File: src/rtl/mem_mfc_if.sv
// Memory bus between the Store/Load control FSMs (master) and main memory (slave).
interface mem_mfc_if #(
  parameter int unsigned DATA_W = 16,
  parameter int unsigned ADDR_W = 8
);
  logic              MEM_EN;
  logic              MEM_RW;
  logic [ADDR_W-1:0] addr;
  logic [DATA_W-1:0] wdata;
  logic [DATA_W-1:0] rdata;
  logic              MFC;
  logic              busy;

  modport master (
    output MEM_EN, MEM_RW, addr, wdata,
    input  rdata, MFC, busy
  );

  modport slave (
    input  MEM_EN, MEM_RW, addr, wdata,
    output rdata, MFC, busy
  );
endinterface

File: src/rtl/mem_mfc_unit.sv
// Main memory: word-addressed synchronous RAM behind a request/MFC handshake.
// An accepted request is serviced LATENCY cycles later, then MFC pulses once;
// the block waits for MEM_EN to drop before accepting another request.
module mem_mfc_unit #(
  parameter int unsigned DATA_W  = 16,
  parameter int unsigned ADDR_W  = 8,
  parameter int unsigned LATENCY = 3
) (
  input  logic     clk,
  input  logic     reset,
  mem_mfc_if.slave bus
);

  localparam int unsigned DEPTH = 1 << ADDR_W;
  localparam int unsigned CNT_W = 4;

  typedef enum logic [1:0] {IDLE, ACCESS, COMPLETE, RELEASE} state_t;

  state_t            state, state_nxt;
  logic [CNT_W-1:0]  cnt, cnt_nxt;
  logic [ADDR_W-1:0] addr_l;
  logic [DATA_W-1:0] wdata_l;
  logic              rw_l;
  logic [DATA_W-1:0] rdata_q;
  logic              mfc_q, mfc_nxt;
  logic              busy_q, busy_nxt;
  logic              accept_c, access_c, ram_we_c, rd_en_c;

  logic [DATA_W-1:0] mem [DEPTH];

  // State register.
  always_ff @(posedge clk) begin
    if (reset) state <= IDLE;
    else       state <= state_nxt;
  end

  // Next-state logic.
  always_comb begin
    state_nxt = state;
    case (state)
      IDLE:     if (bus.MEM_EN) state_nxt = ACCESS;
      ACCESS:   if (cnt == '0) state_nxt = COMPLETE;
      COMPLETE: state_nxt = RELEASE;
      RELEASE:  if (!bus.MEM_EN) state_nxt = IDLE;
      default:  state_nxt = IDLE;
    endcase
  end

  // Output / datapath control; MFC and busy are registered from these.
  always_comb begin
    cnt_nxt  = cnt;
    accept_c = 1'b0;
    access_c = 1'b0;
    mfc_nxt  = 1'b0;
    busy_nxt = busy_q;
    case (state)
      IDLE: begin
        if (bus.MEM_EN) begin
          accept_c = 1'b1;
          cnt_nxt  = CNT_W'(LATENCY - 1);
          busy_nxt = 1'b1;
        end
      end
      ACCESS: begin
        if (cnt != '0) begin
          cnt_nxt = cnt - CNT_W'(1);
        end else begin
          access_c = 1'b1;
          mfc_nxt  = 1'b1;
        end
      end
      COMPLETE: busy_nxt = 1'b1;
      RELEASE:  if (!bus.MEM_EN) busy_nxt = 1'b0;
      default:  busy_nxt = 1'b0;
    endcase
  end

  // Reset gates the write strobe so an aborted access never touches the RAM.
  assign ram_we_c = access_c & ~rw_l & ~reset;
  assign rd_en_c  = access_c & rw_l;

  // Request latches, latency counter, registered outputs.
  always_ff @(posedge clk) begin
    if (reset) begin
      cnt     <= '0;
      addr_l  <= '0;
      wdata_l <= '0;
      rw_l    <= 1'b0;
      rdata_q <= '0;
      mfc_q   <= 1'b0;
      busy_q  <= 1'b0;
    end else begin
      cnt    <= cnt_nxt;
      mfc_q  <= mfc_nxt;
      busy_q <= busy_nxt;
      if (accept_c) begin
        addr_l  <= bus.addr;
        wdata_l <= bus.wdata;
        rw_l    <= bus.MEM_RW;
      end
      if (rd_en_c) rdata_q <= mem[addr_l];
    end
  end

  // RAM array; contents survive reset.
  always_ff @(posedge clk) begin
    if (ram_we_c) mem[addr_l] <= wdata_l;
  end

  assign bus.rdata = rdata_q;
  assign bus.MFC   = mfc_q;
  assign bus.busy  = busy_q;

endmodule

File: src/flat_wrapper.sv
// flat-port wrapper written by rule: the top's interface ports become plain ports
module mem_mfc_unit_flat 
#(
  parameter int unsigned DATA_W  = 16,
  parameter int unsigned ADDR_W  = 8,
  parameter int unsigned LATENCY = 3
)
  (clk, reset, bus_MEM_EN, bus_MEM_RW, bus_addr, bus_wdata, bus_rdata, bus_MFC, bus_busy);
  mem_mfc_if #(.DATA_W(DATA_W), .ADDR_W(ADDR_W)) bus_i ();
  input  logic clk;
  input  logic reset;
  input wire logic [$bits(bus_i.MEM_EN)-1:0] bus_MEM_EN;
  input wire logic [$bits(bus_i.MEM_RW)-1:0] bus_MEM_RW;
  input wire logic [$bits(bus_i.addr)-1:0] bus_addr;
  input wire logic [$bits(bus_i.wdata)-1:0] bus_wdata;
  output wire logic [$bits(bus_i.rdata)-1:0] bus_rdata;
  output wire logic [$bits(bus_i.MFC)-1:0] bus_MFC;
  output wire logic [$bits(bus_i.busy)-1:0] bus_busy;
  assign bus_i.MEM_EN = bus_MEM_EN;
  assign bus_i.MEM_RW = bus_MEM_RW;
  assign bus_i.addr = bus_addr;
  assign bus_i.wdata = bus_wdata;
  assign bus_rdata = bus_i.rdata;
  assign bus_MFC = bus_i.MFC;
  assign bus_busy = bus_i.busy;
  mem_mfc_unit #(.DATA_W(DATA_W), .ADDR_W(ADDR_W), .LATENCY(LATENCY)) u_core (.clk(clk), .reset(reset), .bus(bus_i));
endmodule
File: config.mk
export PLATFORM = sky130hd
export DESIGN_NAME = mem_mfc_unit_flat
export DESIGN_NICKNAME = d
export VERILOG_FILES = /design/src/rtl/mem_mfc_if.sv /design/src/rtl/mem_mfc_unit.sv /design/src/flat_wrapper.sv
export SDC_FILE = /design/constraint.sdc
export NUM_CORES = 2
export LEC_CHECK = 0
export BUFFER_PORTS_ARGS = -buffer_cell sky130_fd_sc_hd__buf_4
export CAP_MARGIN = 40
export CORE_MARGIN = 2
export CORE_UTILIZATION = 63
export DETAILED_ROUTE_END_ITERATION = 10
export HOLD_SLACK_MARGIN = 0.05
export PLACE_DENSITY_LB_ADDON = 0.15
export SLEW_MARGIN = 0
export SYNTH_ARGS = -nofsm -noshare
export SYNTH_HDL_FRONTEND = slang
export SYNTH_SLANG_ARGS = --single-unit
File: constraint.sdc
create_clock -name clk -period 5.7 [get_ports clk]
set_input_delay 0.285 -clock clk [delete_from_list [all_inputs] [get_ports clk]]
set_output_delay 0.285 -clock clk [all_outputs]
set_load 0.01 [all_outputs]
==> Word level (Yosys, flattened, before mapping) <==
Memory sizes are Yosys's and may differ from the RTL's. A register that Yosys moved wholly into a read port is not among the register bits.
Index checks and enable logic that the tools add are counted.
{ "totals": {"regBits": 33, "latch_bits": 0, "ramBits": 4096, "rom_bits": 0, "inputBits": 28, "out_inout_bits": 18, "elab_cells": 45, "memories": 1} }
{ "memory_table": {"columns": ["memory", "depth", "word_bits", "rd", "rd_ports_with_merged_regs", "wr", "line_no", "text"], "rows": [
  ["u_core.mem", 256, 16, 1, 1, 1, "mem_mfc_unit.sv:29", "logic [DATA_W-1:0] mem [DEPTH];"]
]} }
{ "op_classes": {"n_addsub": 1, "multipliers": 0, "n_div": 0, "n_lt_le_gt_ge": 0, "n_eq_ne": 7, "shifts": 0, "mux": 16, "bitwise": 5, "n_reduce_logical": 8} }
{ "op_table": {"columns": ["cell", "count"], "rows": [
  ["$reduce_and 3->1", 3],
  ["$mux 1", 8],
  ["$mux 4", 2],
  ["$pmux 2 s4", 1],
  ["$pmux 4 s2", 1],
  ["$mux 2", 3],
  ["$eq 2x2->1 const B", 2],
  ["$logic_not 4->1", 1],
  ["$ne 2x1->1 const B", 2],
  ["$ne 2x2->1 const B", 2],
  ["$reduce_bool 4->1", 1],
  ["$sub 4x1->4 const B", 1],
  ["$and 1x1->1", 3],
  ["$pmux 1 s3", 1],
  ["$reduce_bool 3->1", 1],
  ["$eq 2x1->1 const B", 1],
  ["$logic_not 2->1", 1],
  ["$not 1->1", 2],
  ["$reduce_bool 2->1", 1]
]} }

==> Depth between registers and ports, before layout <==
{ "depth": {"ltp_word": 7, "ltp_mapped": 13, "depth_no_buf": 9} }

==> Worst setup path before layout <==
No wires, ideal clock.
{ "synth_timing": {"path_type": "reg2reg", "startpoint": "register u_core.wdata_l[0]", "endpoint": "memory u_core.mem[0][0] (data pin)", "setup_ns": 0.856, "t_arrival_ns": 3.397, "required_time_ns": 4.844, "path_slack_ns": 1.447, "path_stages_with_launch": 1, "n_path_buf": 0, "synth_period_minus_slack_ns": 4.253, "path_cell_list": "dfxtp_1"} }
{ "synth_lines": {"columns": ["item", "line_no", "text"], "rows": [
  ["start: declaration", "mem_mfc_unit.sv:22", "logic [DATA_W-1:0] wdata_l;"],
  ["start signal: assignment", "mem_mfc_unit.sv:98", "wdata_l <= bus.wdata;"],
  ["end: declaration", "mem_mfc_unit.sv:29", null]
]} }
Straight into the memory's write port.

==> flow_summary_export.csv <==
group,metric,value,unit
status,status,"complete, but fails checks",
status,failed_checks,"slew limit",
min_path,worstHoldStart,"bus_MEM_EN",
floorplanning,ioPinCount,46,
drt,first_iter_violations,13000,
yosys,ys_ff_latch,4145,
sta,final.min_clock_period,4.79,ns
sta,finalMaxSlewViolations,364,
placement,hpwl,259000,um
min_path,min_path_type,"input pin to flop",
min_path,hold_path_depth,5,
sta,setup-tns-final,0,ns
yosys,synth_edf_count,4096,
clocking,clkLatencyLatePin,1.03,ns
power,p_switching,17700,uW
setup_path,end_kind,"flop",
yosys,async_reset_ff_share,0,%
clocking,root_buffer,"clkbuf_16",
global_route,grt_use_total,34.1,%
clocking,htreeDepth,5,
global_route,grt_first_pass_wirelength,610000,um
sta,fin_crit_sh,84.0,%
yosys,synthDistinctLibCells,77,
power,combPwrFrac,12.9,%
power,clockPowerShare,36.9,%
sta,fmax,0.209,GHz
clocking,clkTransAtPathRegs,0.06,ns
final_layout,layout-drive-gt1-share,26.6,%
power,seqPwrFrac,50.2,%
yosys,ys_top_cells_by_count,"4,096 x edfxtp_1, 946 x mux4_2, 389 x nor2_1",
power,peakVddDrop,0.346,mV
yosys,synth_warnings,0,
setup_path,rrSetupSlack,0.91,ns
drt,ant_nets,0,
setup_path,cp-start-kind,"flop",
floorplanning,core_area,0.251,mm2
setup_path,crit_path_start,"u_core.addr_l[0]",
sta,hold_ws,0.283,ns
yosys,synthTopCellsByArea,"edfxtp_1 78%, mux4_2 13%, mux2i_1 1.3%, nor2_1 0.92%, o22ai_1 0.77%",
setup_path,rr_worst_depth,9,
drt,vias,82000,
flow_run,cap_viol_max_count,0,
sta,fin_skew,0.0723,ns
power,p_sw_share,25.2,%
setup_path,critPathRequiredTime,6.53,ns
yosys,synth_most_common_cell,"edfxtp_1",
setup_path,path_class,"flop to flop",
floorplanning,start_util,63.2,%
yosys,synth.avg_cell_area,21.9,um2
yosys,synth_largest_area_cell,"edfxtp_1",
clocking,cts_buffer_depth,4,
setup_path,r2r-start,"u_core.addr_l[0]",
floorplanning,rows,184,
setup_path,arrival,5.62,ns
clocking,post-cts-setup-buffers,0,
clocking,cts_buffers,413,
floorplanning,die_area,0.256,mm2
power,leakage,0.0558,uW
power,power.density,393,mW/mm2
yosys,synth.cell_area,0.159,mm2
placement,place_congestion,0.913,
yosys,synth_nets,7265,
setup_path,worstReg2RegEnd,"u_core.bus.rdata[5]",
power,intPower,52600,uW
placement,port-buffer-count,45,
global_route,grt_pass1_vias,80100,
clocking,cts_tree,"yes",
drt,wl_per_cell,37.7,um
global_route,grt_max_degree,258,
clocking,clock-sinks,4145,
final_layout,fin_nets,7863,
yosys,synth_top_area_share,77.5,%
yosys,synthCells,7231,
final_layout,syn_to_final_growth,12.7,%
sta,setup_viol,0,
setup_path,crit_fanout,69,
floorplanning,die_w,506,um
global_route,grt-ovfl-total,0,
sta,relSlewSlack,-15.1,%
drt,first_pass_iters,8,
global_route,antenna_found_initial,23,
drt,drc,0,
min_path,worst_hold_path.endpoint,"u_core.state[0]",
floorplanning,die_y,506,um
yosys,ys.flop_type,"edfxtp_1",
sta,worst_pin_slew,1.73,ns
drt,wirelength,434000,um
yosys,ys_seq_area_share,78.2,%
sta,finalHoldViolCount,0,
drt,vias_per_cell,7.12,
sta,rsz0062_at_grt,"false",
-- timing repair --
| action | in CTS | in global routing |
|---|---|---|
| gates resized for setup | 0 | 0 |
| hold buffers | 62 | 0 |
| endpoints found under the hold margin | 37 | 0 |
-- area by class of cell --
class                   instances  area [um2]
flip-flops and latches       4145      124000
fillers                     14500       72200
multi-input cells            2656       32200
clock buffers                 513       10800
repair buffers                603        5510
well taps                    3348        4190
clock inverters               227        1910
inverters                      10        40.0
diodes                         10        25.0
-- registers in the layout (all words and copies together) (netlist names) --
name and count:
u_core.addr_l 8, u_core.bus.MFC 1, u_core.bus.busy 1, u_core.bus.rdata 16, u_core.cnt 4, u_core.mem 4096
u_core.rw_l 1, u_core.state 2, u_core.wdata_l 16
-- cells by family after synthesis --
group                      share of synthesized area, %
and+or+nand+nor                                    2.24
AOI/OAI and AO/OA                                  3.00
xor gates and xnor gates                         0.0166
DFF                                                78.2
adders and majority gates                        0.0473
muxes                                              14.9
buffers and inverters                              1.67
-- how the worst max path moves through the flow --
stage,end,slack (ns),cells past startpoint
global placement,u_core.bus.rdata[0],-0.26,7
finish,u_core.bus.rdata[5],0.91,9
detailed placement,u_core.bus.rdata[5],1.0,9
global route,u_core.bus.rdata[5],0.80,9
CTS,u_core.bus.rdata[5],0.95,9
floorplan,u_core.mem[0][0],1.45,0
-- through the flow --
step,total power (uW),setup slack [ns],area (um2),instances,utilization [%]
after CTS,70200,0.953,179000,11500,71.2
after global routing,71800,0.797,179000,11500,71.2
after detailed placement,44700,0.998,165000,10700,65.9
final,70300,0.910,179000,11500,71.2
after floorplan,41200,1.45,159000,7231,-
after global placement,44400,-0.260,165000,10600,65.6
-- placed cells by master, fill, tap and decap left out, types with 28 or more instances in the layout --
cell and count:
nor2_1 364, clkbuf_1 91, o21ai_0 52, buf_4 459, clkbuf_16 417, a21oi_1 72, o221ai_1 36, nor3_1 60
a22oi_1 106, mux4_2 946, mux2i_1 200, buf_12 43, dlygate4sd3_1 62, a22o_1 43, clkinv_2 84, a31oi_1 29
nand3_1 39, nand2_1 159, clkinv_1 85, edfxtp_1 4096, o22ai_1 195, bufinv_16 28
-- routing by layer --
layer	vias up	part of all wire, %	track usage, %
met1	42900	36	48.0
li1	31800	-	-
met5	-	0.078	0
met3	1069	13	9.60
met4	22	5.4	15.7
met2	6197	46	50.7
-- critical path, cell delays in order, from the launching register on --
cell	delay, ns
dfxtp_4	0.78
buf_12	0.47
buf_12	0.55
mux4_2	0.59
mux2i_1	0.20
nor3_1	0.07
or4_1	0.63
nor4_1	0.74
buf_2	0.31
o32ai_1	0.09
-- power by group through the flow --
stage                     clock, uW  sequential, uW  combinational (uW)
after CTS                     26000           35200                8910
final                         25900           35300                9070
after detailed placement          0           35900                8800
after floorplan                   0           36400                4830
after global routing          27200           35300                9330
after global placement            0           35900                8450
Note: power is estimated with default switching activity, not from simulation.
